`src/rtl/instr_loader_if.sv`:
```
// Purpose: host-stream / instruction-memory write bundle for instr_loader.
// Signals:
//   start, in_valid, in_data[W], in_last          host -> loader
//   in_ready                                      loader -> host
//   wr_en, wr_addr[D], wr_data[W]                 loader -> instruction RAM write port
//   load_count[D+1], loading, load_done,
//   core_start, overflow                          loader -> core / status
// Modports: slave = loader view, master = host/driver view.
interface instr_loader_if #(
  parameter int D = 12,
  parameter int W = 9
);
  logic         start;
  logic         in_valid;
  logic [W-1:0] in_data;
  logic         in_last;
  logic         in_ready;
  logic         wr_en;
  logic [D-1:0] wr_addr;
  logic [W-1:0] wr_data;
  logic [D:0]   load_count;
  logic         loading;
  logic         load_done;
  logic         core_start;
  logic         overflow;

  modport slave (
    input  start, in_valid, in_data, in_last,
    output in_ready, wr_en, wr_addr, wr_data, load_count,
           loading, load_done, core_start, overflow
  );

  modport master (
    output start, in_valid, in_data, in_last,
    input  in_ready, wr_en, wr_addr, wr_data, load_count,
           loading, load_done, core_start, overflow
  );
endinterface

```
`src/rtl/instr_loader.sv`:
```
// Purpose: writer side of the instruction store. Accepts W-bit machine words from
// a host stream and writes them in order from address 0 into the instruction RAM
// write port; pulses core_start once the last word is stored and raises a sticky
// overflow flag if the program is longer than 2**D words.
// Ports:
//   clk_i      rising-edge clock
//   reset_n_i  synchronous reset, active-low
//   bus_io     instr_loader_if.slave (host stream, RAM write port, status)
//
// state  | meaning
// IDLE   | after reset, waiting for start
// LOAD   | accepting words, one RAM write per handshake
// DONE   | program stored; core_start on first cycle, load_done held
// ERR    | program exceeded memory depth; overflow held, nothing accepted
module instr_loader #(
  parameter int D = 12,
  parameter int W = 9
) (
  input  logic              clk_i,
  input  logic              reset_n_i,
  instr_loader_if.slave     bus_io
);

  typedef enum logic [1:0] {S_IDLE, S_LOAD, S_DONE, S_ERR} state_e;

  localparam logic [D-1:0] ADDR_MAX = '1;

  state_e       state_q, state_d;
  logic [D-1:0] addr_q, addr_d;
  logic [D:0]   cnt_q, cnt_d;
  logic         wr_en_q, wr_en_d;
  logic [D-1:0] wr_addr_q, wr_addr_d;
  logic [W-1:0] wr_data_q, wr_data_d;
  logic         ovf_q, ovf_d;
  logic         cs_q, cs_d;
  logic         hs;

  assign hs = bus_io.in_valid && (state_q == S_LOAD);

  // state and datapath registers
  always_ff @(posedge clk_i) begin
    if (!reset_n_i) begin
      state_q   <= S_IDLE;
      addr_q    <= '0;
      cnt_q     <= '0;
      wr_en_q   <= 1'b0;
      wr_addr_q <= '0;
      wr_data_q <= '0;
      ovf_q     <= 1'b0;
      cs_q      <= 1'b0;
    end else begin
      state_q   <= state_d;
      addr_q    <= addr_d;
      cnt_q     <= cnt_d;
      wr_en_q   <= wr_en_d;
      wr_addr_q <= wr_addr_d;
      wr_data_q <= wr_data_d;
      ovf_q     <= ovf_d;
      cs_q      <= cs_d;
    end
  end

  // next-state
  always_comb begin
    state_d   = state_q;
    addr_d    = addr_q;
    cnt_d     = cnt_q;
    wr_en_d   = 1'b0;
    wr_addr_d = wr_addr_q;
    wr_data_d = wr_data_q;
    ovf_d     = ovf_q;
    cs_d      = 1'b0;
    unique case (state_q)
      S_LOAD: begin
        if (hs) begin
          wr_en_d   = 1'b1;
          wr_addr_d = addr_q;
          wr_data_d = bus_io.in_data;
          cnt_d     = cnt_q + 1'b1;
          // the last slot is never followed by a wrap back to 0
          if (addr_q != ADDR_MAX) addr_d = addr_q + 1'b1;
          // in_last takes priority so a program exactly filling memory completes
          if (bus_io.in_last) begin
            state_d = S_DONE;
            cs_d    = 1'b1;
          end else if (addr_q == ADDR_MAX) begin
            state_d = S_ERR;
            ovf_d   = 1'b1;
          end
        end
      end
      default: begin
        if (bus_io.start) begin
          state_d = S_LOAD;
          addr_d  = '0;
          cnt_d   = '0;
          ovf_d   = 1'b0;
        end
      end
    endcase
  end

  // outputs
  always_comb begin
    bus_io.in_ready   = (state_q == S_LOAD);
    bus_io.loading    = (state_q == S_LOAD);
    bus_io.load_done  = (state_q == S_DONE);
    bus_io.overflow   = ovf_q;
    bus_io.core_start = cs_q;
    bus_io.wr_en      = wr_en_q;
    bus_io.wr_addr    = wr_addr_q;
    bus_io.wr_data    = wr_data_q;
    bus_io.load_count = cnt_q;
  end

endmodule

```
`src/flat_wrapper.sv`:
```
// flat-port wrapper written by rule: the top's interface ports become plain ports
module instr_loader_flat 
#(
  parameter int D = 12,
  parameter int W = 9
)
  (clk_i, reset_n_i, bus_io_start, bus_io_in_valid, bus_io_in_data, bus_io_in_last, bus_io_in_ready, bus_io_wr_en, bus_io_wr_addr, bus_io_wr_data, bus_io_load_count, bus_io_loading, bus_io_load_done, bus_io_core_start, bus_io_overflow);
  instr_loader_if #(.D(D), .W(W)) bus_io_i ();
  input  logic clk_i;
  input  logic reset_n_i;
  input wire logic [$bits(bus_io_i.start)-1:0] bus_io_start;
  input wire logic [$bits(bus_io_i.in_valid)-1:0] bus_io_in_valid;
  input wire logic [$bits(bus_io_i.in_data)-1:0] bus_io_in_data;
  input wire logic [$bits(bus_io_i.in_last)-1:0] bus_io_in_last;
  output wire logic [$bits(bus_io_i.in_ready)-1:0] bus_io_in_ready;
  output wire logic [$bits(bus_io_i.wr_en)-1:0] bus_io_wr_en;
  output wire logic [$bits(bus_io_i.wr_addr)-1:0] bus_io_wr_addr;
  output wire logic [$bits(bus_io_i.wr_data)-1:0] bus_io_wr_data;
  output wire logic [$bits(bus_io_i.load_count)-1:0] bus_io_load_count;
  output wire logic [$bits(bus_io_i.loading)-1:0] bus_io_loading;
  output wire logic [$bits(bus_io_i.load_done)-1:0] bus_io_load_done;
  output wire logic [$bits(bus_io_i.core_start)-1:0] bus_io_core_start;
  output wire logic [$bits(bus_io_i.overflow)-1:0] bus_io_overflow;
  assign bus_io_i.start = bus_io_start;
  assign bus_io_i.in_valid = bus_io_in_valid;
  assign bus_io_i.in_data = bus_io_in_data;
  assign bus_io_i.in_last = bus_io_in_last;
  assign bus_io_in_ready = bus_io_i.in_ready;
  assign bus_io_wr_en = bus_io_i.wr_en;
  assign bus_io_wr_addr = bus_io_i.wr_addr;
  assign bus_io_wr_data = bus_io_i.wr_data;
  assign bus_io_load_count = bus_io_i.load_count;
  assign bus_io_loading = bus_io_i.loading;
  assign bus_io_load_done = bus_io_i.load_done;
  assign bus_io_core_start = bus_io_i.core_start;
  assign bus_io_overflow = bus_io_i.overflow;
  instr_loader #(.D(D), .W(W)) u_core (.clk_i(clk_i), .reset_n_i(reset_n_i), .bus_io(bus_io_i));
endmodule
```
`config.mk`:
```
export PLATFORM = sky130hd
export DESIGN_NAME = instr_loader_flat
export DESIGN_NICKNAME = d
export VERILOG_FILES = /design/src/rtl/instr_loader_if.sv /design/src/rtl/instr_loader.sv /design/src/flat_wrapper.sv
export SDC_FILE = /design/constraint.sdc
export NUM_CORES = 1
export LEC_CHECK = 0
export ABC_AREA = 1
export BUFFER_PORTS_ARGS = -buffer_cell sky130_fd_sc_hd__buf_2
export CAP_MARGIN = 20
export CORE_MARGIN = 1
export CORE_UTILIZATION = 53
export DETAILED_ROUTE_END_ITERATION = 16
export PLACE_DENSITY = 0.85
export SETUP_SLACK_MARGIN = 0.5
export SLEW_MARGIN = 40
export SYNTH_ARGS = -nofsm -noshare
export SYNTH_HDL_FRONTEND = slang
export SYNTH_SLANG_ARGS = --single-unit
```
`constraint.sdc`:
```
create_clock -name clk_i -period 1.67 [get_ports clk_i]
set_input_delay 0.334 -clock clk_i [delete_from_list [all_inputs] [get_ports clk_i]]
set_output_delay 0.334 -clock clk_i [all_outputs]
set_load 0.03 [all_outputs]
```
==> results.sh <==
export IMPL_synth_avg_cell_area_um2=6.97
export IMPL_max_clock_path_buffers=2
export IMPL_drt_iter0_drc=601
export IMPL_syn_nets=342
export IMPL_grt_ovfl_total=0
export IMPL_drc_errors=0
export IMPL_power_leakage_nw=1.66
export IMPL_pre_cts_ws_ns=0.122
export IMPL_slew_viol_final=0
export IMPL_finalInstanceArea_mm2=0.00395
export IMPL_crit_path_start_kind="register"
export IMPL_status="finished with violations"
export IMPL_p_int_w=0.00211
export IMPL_hold_viol_final=0
export IMPL_placed_cells=424
export IMPL_grt_max_degree=23
export IMPL_syn_area_mm2=0.00227
export IMPL_peakVddDrop_mv=1.05
export IMPL_critical_path_max_stage_delay_ns=0.47
export IMPL_cts_made_buffers=5
export IMPL_grt_pass1_wl_mm=12.4
export IMPL_drive_above_1_share_pct=57.0
export IMPL_worstMarginPinSlew_ns=0.483
export IMPL_crit_slowest_cell="dfxtp_1"
export IMPL_synth_area_leaders="dfxtp_1 45%, nand2_1 14%, a21oi_1 8.6%, nor2_1 7.8%, inv_1 5.3%"
export IMPL_period_minus_slack_ns=1.72
export IMPL_fin_nets=434
export IMPL_power_w=0.00318
export IMPL_place_area_mm2=0.00269
export IMPL_path_clk_slew_ns=0.11
export IMPL_violations="setup timing"
export IMPL_detail_route_antenna_nets=0
export IMPL_cts_tree="built"
export IMPL_cp_required_ns=1.87
export IMPL_setup_slack_ns=-0.0471
export IMPL_rows=23
export IMPL_die_y_um=67.5
export IMPL_rsz0062_at_grt="true"
export IMPL_ys_types=23
export IMPL_vias=3220
export IMPL_cp_cell_sequence="nand2_1 -> nor2_2 -> nand3_4 -> nand2_8 -> nand2_8 -> nand2_2 -> nand2_1 -> nand2_1 -> inv_1"
export IMPL_worst_path_max_fanout=8
export IMPL_initial_core_util_pct=56.0
export IMPL_clk_latency_ns=0.33
export IMPL_finalSetupViolations=2
export IMPL_syn_inst=326
export IMPL_crit_type="register to register"
export IMPL_swShare_pct=33.6
export IMPL_firstDrtPassIters=7
export IMPL_area_growth_pct=73.8
export IMPL_p_comb_share_pct=28.5
export IMPL_die_width_um=67.5
export IMPL_arrival_ns=1.92
export IMPL_worstSetupEndpointType="register"
export IMPL_die_area_mm2=0.00455
export IMPL_power_density_mw_per_mm2=805
export IMPL_synth_top_cell_area_share_pct=44.9
export IMPL_layout_worst_path_cycle_share_pct=103
export IMPL_path_common_cell="nand2_1"
export IMPL_dp_hpwl_mm=3.80
export IMPL_final_instance_count_excl_fill=469
export IMPL_diodes=0
export IMPL_gp_congestion=0.913
export IMPL_wire_per_inst_um=26.5
export IMPL_core_area_mm2=0.00406
export IMPL_io_pins=54
export IMPL_drt_wl_total_mm=12.4
export IMPL_yosysTopAreaCell="dfxtp_1"
export IMPL_cts_htree_levels=2
export IMPL_vias_per_cell=6.87
export IMPL_grt_pass1_vias=2454
export IMPL_ys_warn_count=0
export IMPL_power_switching_w=0.00107
export IMPL_clock_sinks=51
export IMPL_ys_seq_area_share_pct=44.9
export IMPL_track_usage_pct=37.2
export IMPL_hold_path_class="input port to register"
export IMPL_slew_headroom_pct=67.8
export IMPL_max_freq_ghz=0.582
export IMPL_p_seq_share_pct=41.3
export IMPL_cts_root_buffer="clkbuf_8"
export IMPL_antenna_found_initial=0
export IMPL_fillers=60
export IMPL_finClkSkew_ns=0.0194
export IMPL_clockPowerShare_pct=30.1
export IMPL_holdBufCountCts=0
export IMPL_max_cap_violations=0
export IMPL_io_buffers=53
export IMPL_ys_ff_latch=51
==> final cells by class <==
type / instances / area (um2) / area share (%)
Tap cell: 50 / 62.6 / 1.58
Timing Repair Buffer: 93 / 947 / 24.0
Clock inverter: 2 / 35.0 / 0.887
Multi-Input combinational cell: 231 / 1560 / 39.5
Timing Repair inverter: 1 / 5.00 / 0.127
Inverter: 35 / 163 / 4.12
Clock buffer: 6 / 82.6 / 2.09
Sequential cell: 51 / 1090 / 27.7
==> power by group through the flow <==
stage	registers, W	logic [W]	clock network (W)
finish	0.00131	0.000908	0.000958
global placement	0.00132	0.000390	0
floorplan	0.00137	0.000249	0
detailed placement	0.00132	0.000397	0
CTS	0.00129	0.000591	0.000901
global route	0.00132	0.000935	0.000991
==> placed cells by master (no fill, tap or decap), types with 11 or more instances in the layout <==
master,Yosys,layout
a21oi_2,4,24
dfxtp_1,51,11
nand2_2,2,11
dfxtp_2,0,31
buf_2,2,13
buf_4,2,33
nor2_1,47,39
nand2_1,86,60
inv_1,32,27
a21oi_1,39,18
buf_6,1,37
nand2_4,4,16
==> synth_stat cells <==
library cell,number
a21oi_2,4
ha_1,2
buf_2,2
clkbuf_1,5
dfxtp_1,51
nand3_1,12
nand4_1,3
inv_2,2
nand2_2,2
nand2_4,4
nor3b_1,1
a22oi_1,2
o21ai_0,20
clkinv_1,1
a21oi_1,39
buf_6,1
buf_4,2
nand2_1,86
nand3_2,2
nor2_2,1
nor3_1,5
inv_1,32
nor2_1,47
==> metrics by stage <==
stage | utilization [%] | hold WS [ns] | TNS (ns)
6_report | 97.3 | 0.245 | -0.0670
3_3_place_gp | 66.3 | 0.448 | 0
2_1_floorplan | - | 0.472 | 0
4_1_cts | 80.5 | 0.258 | 0
5_1_grt | 97.3 | 0.242 | -0.573
3_5_place_dp | 66.3 | 0.453 | 0
==> worst paths after layout <==
check / depth (start not counted) / from / slack (ns) / endpoint
setup reg to reg: 9 / u_core.addr_q[11]$_SDFFE_PN0P_ / -0.05 / u_core.addr_q[10]$_SDFFE_PN0P_
hold / removal: 3 / bus_io_in_data[3] / 0.25 / u_core.bus_io.wr_data[3]$_SDFFE_PN0P_
hold reg to reg: 2 / u_core.bus_io.wr_addr[7]$_SDFFE_PN0P_ / 0.49 / u_core.bus_io.wr_addr[7]$_SDFFE_PN0P_
setup / recovery: 9 / u_core.addr_q[11]$_SDFFE_PN0P_ / -0.05 / u_core.addr_q[10]$_SDFFE_PN0P_
==> critical path, delay by kind of cell (launching register included) <==
kind / cells / cell delay, ns
flops: 1 / 0.47
buf+inv: 1 / 0.07
simple gates: 8 / 1.05
==> timing repair <==
item,in CTS,in global routing
pin swaps,7,26
cloned,4,1
endpoints found under the hold margin,0,0
endpoints found under the setup margin,78,89
setup buffers,17,15
gates resized for setup,76,179
==> cells by family (layout without fill, tap and decap cells) <==
kind of cell / count (synthesis) / count (layout) / share of synthesized area, %
compound gates: 65 / 65 / 15.2
fa+ha+maj: 2 / 2 / 1.10
buf+inv: 45 / 137 / 8.20
flops: 51 / 51 / 44.9
simple gates: 163 / 164 / 30.6
==> state kept, by name, indices dropped and copies added (netlist names) <==
signal                    count
u_core.addr_q                12
u_core.bus_io.core_start      1
u_core.bus_io.load_count     13
u_core.bus_io.overflow        1
u_core.bus_io.wr_addr        12
u_core.bus_io.wr_data         9
u_core.bus_io.wr_en           1
u_core.state_q                2
==> layer usage <==
| metal | GRT usage, % | share of wire, % | up-vias | wire length (um) |
|---|---|---|---|---|
| li1 | - | - | 1226 | - |
| met1 | 44.7 | 32 | 1400 | 3920 |
| met2 | 60.0 | 43 | 419 | 5320 |
| met3 | 8.11 | 13 | 175 | 1640 |
| met4 | 22.9 | 12 | 0 | 1530 |
| met5 | 0 | 0 | - | 0 |
(Power assumes the default switching activity.)
